$ cat src/rtl/dfp_arbiter.sv
// dfp_arbiter: two-client cacheline arbiter feeding a single registered dfp port
// Ports: clk, rst (async active-low); c0_* I-cache client, c1_* D-cache client
//        (addr/read/write/wdata in, rdata/resp out); dfp_* registered request to
//        the cacheline adapter, dfp_rdata/dfp_resp back from it.
module dfp_arbiter #(
    parameter int ADDR_W = 32,
    parameter int LINE_W = 256,
    parameter bit RR_EN  = 1'b1
) (
    input  logic              clk,
    input  logic              rst,
    input  logic [ADDR_W-1:0] c0_addr,
    input  logic              c0_read,
    input  logic              c0_write,
    input  logic [LINE_W-1:0] c0_wdata,
    output logic [LINE_W-1:0] c0_rdata,
    output logic              c0_resp,
    input  logic [ADDR_W-1:0] c1_addr,
    input  logic              c1_read,
    input  logic              c1_write,
    input  logic [LINE_W-1:0] c1_wdata,
    output logic [LINE_W-1:0] c1_rdata,
    output logic              c1_resp,
    output logic [ADDR_W-1:0] dfp_addr,
    output logic              dfp_read,
    output logic              dfp_write,
    output logic [LINE_W-1:0] dfp_wdata,
    input  logic [LINE_W-1:0] dfp_rdata,
    input  logic              dfp_resp
);
    typedef enum logic [1:0] {IDLE, BUSY0, BUSY1, DRAIN} state_t;
    state_t            state_q, state_d;
    logic              last_q, last_d;
    logic [ADDR_W-1:0] addr_q, addr_d;
    logic              read_q, read_d, write_q, write_d;
    logic [LINE_W-1:0] wdata_q, wdata_d;
    logic              req0, req1, pick1;
    assign req0 = c0_read | c0_write;
    assign req1 = c1_read | c1_write;
    // Client 1 wins when alone, or on a tie when it did not win last (or fixed priority)
    assign pick1 = req1 & (~req0 | (RR_EN ? ~last_q : 1'b1));
    always_comb begin
        state_d = state_q;
        last_d  = last_q;
        addr_d  = addr_q;
        read_d  = read_q;
        write_d = write_q;
        wdata_d = wdata_q;
        case (state_q)
            IDLE: if (req0 | req1) begin
                state_d = pick1 ? BUSY1 : BUSY0;
                last_d  = pick1;
                addr_d  = pick1 ? c1_addr : c0_addr;
                read_d  = pick1 ? c1_read : c0_read;
                write_d = pick1 ? c1_write : c0_write;
                wdata_d = pick1 ? c1_wdata : c0_wdata;
            end
            BUSY0, BUSY1: if (dfp_resp) begin
                read_d  = 1'b0;
                write_d = 1'b0;
                state_d = DRAIN;
            end
            default: state_d = IDLE;
        endcase
    end
    always_ff @(posedge clk or negedge rst) begin
        if (!rst) begin
            state_q <= IDLE;
            last_q  <= 1'b1;
            addr_q  <= '0;
            read_q  <= 1'b0;
            write_q <= 1'b0;
            wdata_q <= '0;
        end else begin
            state_q <= state_d;
            last_q  <= last_d;
            addr_q  <= addr_d;
            read_q  <= read_d;
            write_q <= write_d;
            wdata_q <= wdata_d;
        end
    end
    assign dfp_addr  = addr_q;
    assign dfp_read  = read_q;
    assign dfp_write = write_q;
    assign dfp_wdata = wdata_q;
    assign c0_rdata  = dfp_rdata;
    assign c1_rdata  = dfp_rdata;
    // Responses arriving in IDLE/DRAIN are spurious and never reach a client
    assign c0_resp   = (state_q == BUSY0) & dfp_resp;
    assign c1_resp   = (state_q == BUSY1) & dfp_resp;
endmodule

$ cat config.mk
export PLATFORM = sky130hd
export DESIGN_NAME = dfp_arbiter
export DESIGN_NICKNAME = d
export VERILOG_FILES = /design/src/rtl/dfp_arbiter.sv
export SDC_FILE = /design/constraint.sdc
export NUM_CORES = 1
export LEC_CHECK = 0
export ABC_AREA = 1
export CAP_MARGIN = 25
export CORE_AREA = 5 5 634 636
export CTS_CLUSTER_DIAMETER = 80
export DETAILED_ROUTE_END_ITERATION = 12
export DIE_AREA = 0 0 639 641
export MAX_ROUTING_LAYER = met4
export PLACE_DENSITY = 0.3
export SLEW_MARGIN = 40
export SYNTH_ARGS = -nofsm -noshare
export SYNTH_HDL_FRONTEND = slang
export SYNTH_SLANG_ARGS = --single-unit
$ cat constraint.sdc
create_clock -name clk -period 4.3 [get_ports clk]
set_input_delay 0.86 -clock clk [delete_from_list [all_inputs] [get_ports clk]]
set_output_delay 0.86 -clock clk [all_outputs]
set_load 0.05 [all_outputs]
# ---- Yosys cells after proc, flatten, opt, wreduce, memory -nomap -nowiden
# Cells that the tools add are included.
dict set report classes {
  n_eq_ne 4
  mux 13
  bitwise 9
  n_reduce_logical 6
}
# op n
set ops {}
lappend ops {{256-bit 2-to-1 mux} 1}
lappend ops {{32-bit 2-to-1 mux} 1}
lappend ops {{2-bit 2-to-1 mux} 3}
lappend ops {{1-bit 2-to-1 mux} 5}
lappend ops {{2-bit != test (second input constant)} 2}
lappend ops {{1-bit OR} 4}
lappend ops {{1-bit one-hot mux with 2 select lines} 2}
lappend ops {{2-bit one-hot mux with 2 select lines} 1}
lappend ops {{2-bit AND reduction} 2}
lappend ops {{1-bit bitwise AND} 3}
lappend ops {{3-bit AND reduction} 1}
lappend ops {{2-bit by 1-bit == test with 1-bit output (second input constant)} 1}
lappend ops {{2-bit == test (second input constant)} 1}
lappend ops {{2-bit zero test} 1}
lappend ops {{1-bit NOT} 2}
lappend ops {{2-bit nonzero test} 1}
lappend ops {{2-bit OR reduction} 1}
dict set report word_totals {
  ff_bits 293
  output_inout_bits 804
}

# ---- Longest topological paths before layout
dict set report depth {
  ltp_word 7
  mapped_depth 9
}

# ---- Worst setup path before layout
# Ideal clock, no wire load.
dict set report synth_path {
  path_kind {input to output}
  startpoint {in dfp_resp}
  endpoint {out c0_resp}
  arrival_ns 1.200
  required_ns 3.440
  setup_slack_ns 2.240
  stages 2
  n_path_buf 0
  cell_sequence {nand2_1 -> inv_1}
}
dict set report synth_via {
  elab_chain_len 1
}
# element line
set synth_lines {}
lappend synth_lines {{start: declaration} 29} ;# input logic dfp_resp
lappend synth_lines {{1-bit bitwise AND} 90} ;# assign c0_resp = (state_q == BUSY0) & dfp_resp;
lappend synth_lines {{end: declaration} 17} ;# output logic c0_resp,
# No other way between the ends.

# ---- Worst setup path after layout
dict set report layout_path {
  startpoint {in dfp_resp}
  endpoint {out c1_resp}
}
dict set report layout_via {
  elab_chain_len 1
}
# element line
set layout_lines {}
lappend layout_lines {{1-bit bitwise AND} 91} ;# assign c1_resp = (state_q == BUSY1) & dfp_resp;
lappend layout_lines {{end: declaration} 23} ;# output logic c1_resp,
# No other way between the ends.

==> out/results.tsv <==
stage	metric	value	unit
clock_tree	hold buffer count at cts	0	
synth	combined area of all synthesized cells	0.0201	mm^2
worst_setup_path	arrival time worst endpoint	2.71	ns
synth	flip-flop and latch count after synthesis	293	
worst_setup_path	most frequent cell on the critical path	sky130_fd_sc_hd__clkdlybuf4s50_1	
worst_setup_path	cell with the largest stage delay on the worst path	sky130_fd_sc_hd__clkdlybuf4s50_1	
global_route	pin count of the biggest net entering global routing	107	
pwr	sequential share of power	19.7	%
synth	cells after synthesis	2742	
cells_and_area	Nets	3875	
synth	number of enable-type register cells in the synthesized netlist	0	
cells_and_area	fraction of final layout cells with drive strength greater than 1	8.40	%
worst_setup_path	Setup crit start kind	primary input	
drt	antenna viol nets, final	0	
run	max_cap viols	0	
clock_tree	maximum buffer depth of the clock tree	3	
synth	top cell types by occurrence after synthesis	892 x sky130_fd_sc_hd__nand2_1, 515 x sky130_fd_sc_hd__buf_4, 293 x sky130_fd_sc_hd__inv_1	
sta	top achievable clock speed	280	MHz
sta	# setup viols final	0	
drt	routed len/inst	25.7	um
pwr	internal power summed over all cells	10.9	mW
synth	library cell with the highest instance count after synthesis	sky130_fd_sc_hd__nand2_1	
synth	share of flip-flops with an asynchronous set or reset	100	%
sta	Max Clock Skew	0.0623	ns
sta	Max-slew headroom	42.7	%
global_route	number of global-route vias before repair	20600	
clock_tree	H-tree lvl count	2	
drt	vias after detailed routing	19400	
status	run status	complete, no violations	
global_route	sum of overflow across all layers after global routing	0	
clock_tree	CTS buffer count	56	
die	I/O pin count	1643	
cells_and_area	growth of design area from synthesis to finish	62.6	%
die	Die ar.	0.410	mm^2
die	Std-Cell Rows	231	
sta	final-layout setup total negative slack	0	ns
min_path	type of the tightest min-delay check	primary input to asynchronous set/reset pin	
worst_setup_path	Worst Setup Path Type	primary input to primary output	
pwr	PnR Total Power	26.2	mW
synth	cell types occupying the most area after synthesis	sky130_fd_sc_hd__dfrtp_1 36%, sky130_fd_sc_hd__buf_4 19%, sky130_fd_sc_hd__nand2_1 17%, sky130_fd_sc_hd__nand3b_1 11%, sky130_fd_sc_hd__nand3_1 7.2%	
synth	syn nets	3585	
die	placeable core region	0.395	mm^2
placement	placer's final routability congestion estimate	0.794	
synth	unique cell type count in the Yosys netlist	18	
worst_setup_path	data required time at the worst endpoint	3.44	ns
pwr	Clk network pwr share	18.5	%
worst_setup_path	top fanout value on the critical path	3	
drt	Remaining DRCs	0	
synth	sequential cell area fraction in the yosys report	36.4	%
die	die boundary height	641	um
sta	min Tclk post-route	3.57	ns
die	width of the die	639	um
pwr	leakage power total	13.6	nW
synth	warning count from the yosys run	0	
cells_and_area	filler cell count	46200	
placement	dpl hpwl	186000	um
drt	first-pass iteration count of the detailed router	4	
pwr	logic gate share of total power	61.8	%
pwr	Peak supply drop	0.399	mV
synth	area leader, netlist	sky130_fd_sc_hd__dfrtp_1	
global_route	number of antenna violations at the first check in global routing	99	
worst_setup_path	peak per-stage delay on the critical path	0.81	ns
cells_and_area	area of the multi-input gates	0.00709	mm^2
synth	Post-Syn Area per Cell	7.35	um^2
sta	transition time of the tightest slew-check pin	0.857	ns
clock_tree	insertion delay to the later sink of the worst-skew pair	0.75	ns
clock_tree	cts repair resizes	0	
clock_tree	buffer type at the clock tree root	sky130_fd_sc_hd__clkbuf_16	
clock_tree	clock tree from TritonCTS	built	
synth	primary flip-flop cell chosen by synthesis mapping	sky130_fd_sc_hd__dfrtp_1	
sta	setup repair after global routing missed its margin	no	
drt	detailed router's first-iteration violation count	909	
die	starting density of the core	5.10	%
worst_setup_path	crit end category	primary output	
cells_and_area	sequential standard cell area	0.00733	mm^2
sta	final hold violations	0	
global_route	first-pass GRT wire length	261000	um
sta	fin. max-slew vios	0	
pwr	switching share of power	58.2	%
placement	IO buf count	874	
sta	final worst-path cycle share	82.9	%
sta	Worst Hold Margin	0.108	ns
pwr	total power divided by cell area	799	mW/mm^2
synth	Synth top area share	36.3	%
global_route	aggregate global-route resource usage	10.3	%
drt	post-detailed-route via-to-cell ratio	2.32	
clock_tree	clock-pin slew on the worst setup and hold paths	0.06	ns
clock_tree	number of post-CTS setup repair buffers	0	
worst_setup_path	cells along the critical path	clkdlybuf4s50_1, nand2_1, inv_1, clkdlybuf4s50_1	
worst_setup_path	worst-case reg-to-reg path depth	7	
clock_tree	Sinks on Clock Net	293	
drt	final WL	215000	um
pwr	switching power of the nets	15.2	mW
==> layout make-up <==
cell class                      instances  area share, %
Multi-Input combinational cell       1483           21.7
Clock inverter                         30           1.27
Sequential cell                       293           22.4
Clock buffer                           69           4.62
Antenna cell                           30          0.229
Inverter                              295           3.43
Tap cell                             5242           20.0
Timing Repair Buffer                  903           26.4
==> per-stage QoR <==
stage | utilization [%] | cells | setup slack, ns | area, um^2
floorplan | - | 2742 | 2.24 | 20100
finish | 8.29 | 8345 | 0.733 | 32700
detailed placement | 7.79 | 8216 | 0.584 | 30800
global route | 8.28 | 8336 | 0.630 | 32700
CTS | 8.27 | 8315 | 0.584 | 32700
global placement | 7.92 | 8215 | 0.531 | 31300
==> flip-flops by register name, indices dropped and copies added (netlist names) <==
signal / cells
state_q: 2
dfp_read: 1
last_q: 1
dfp_addr: 32
dfp_write: 1
dfp_wdata: 256
==> power by group through the flow <==
stage	Clock [mW]	Sequential, mW	Combinational (mW)
global route	5.17	5.35	17.7
finish	4.85	5.15	16.2
floorplan	0	9.66	5.20
CTS	5.15	5.21	17.1
detailed placement	0	5.21	17.0
global placement	0	5.22	17.5
==> cells in the final DEF, fill, tap and decap left out, types with 4 or more instances in the layout <==
master,instances
sky130_fd_sc_hd__inv_1,293
sky130_fd_sc_hd__clkbuf_1,8
sky130_fd_sc_hd__buf_4,18
sky130_fd_sc_hd__diode_2,30
sky130_fd_sc_hd__clkinv_4,4
sky130_fd_sc_hd__clkinv_2,4
sky130_fd_sc_hd__nand3b_1,288
sky130_fd_sc_hd__buf_2,117
sky130_fd_sc_hd__buf_12,20
sky130_fd_sc_hd__nand3_1,291
sky130_fd_sc_hd__bufinv_16,7
sky130_fd_sc_hd__dfrtp_1,292
sky130_fd_sc_hd__nand2_1,891
sky130_fd_sc_hd__clkdlybuf4s50_1,745
sky130_fd_sc_hd__clkbuf_8,4
sky130_fd_sc_hd__ha_1,4
sky130_fd_sc_hd__clkbuf_16,57
sky130_fd_sc_hd__inv_6,10
==> final timing paths <==
check	start	endpoint	slack [ns]
max in group asynchronous	rst	last_q$_DFFE_PN1P_	3.03
hold reg to reg	dfp_wdata[153]$_DFFE_PN0P_	dfp_wdata[153]$_DFFE_PN0P_	0.47
setup reg to reg	state_q[0]$_DFFE_PN0P_	dfp_wdata[179]$_DFFE_PN0P_	1.93
hold / removal	rst	dfp_wdata[16]$_DFFE_PN0P_	0.11
setup / recovery	dfp_resp	c1_resp	0.73
min in group clk	dfp_wdata[153]$_DFFE_PN0P_	dfp_wdata[153]$_DFFE_PN0P_	0.47
==> kinds of logic (layout without fill, tap and decap cells) <==
group	Yosys count	after routing	share of synthesized area [%]
simple gates	1478	1478	34.8
other cells	0	30	0
compound gates	1	1	0.0248
buf+inv	966	1297	28.5
fa+ha+maj	4	4	0.249
flops	293	293	36.4
==> layer usage <==
metal	vias up	routed length, um	track usage [%]
met4	0	8790	3.70
met5	-	0	-
met3	407	42800	9.20
met2	1359	95700	15.7
met1	9071	67400	9.16
li1	8562	-	-
==> worst max-delay path, delay by kind of cell <==
kind	cells	cell delay [ns]
buffers and inverters	3	1.68
and+or+nand+nor	1	0.15
(Power assumes the default switching activity.)
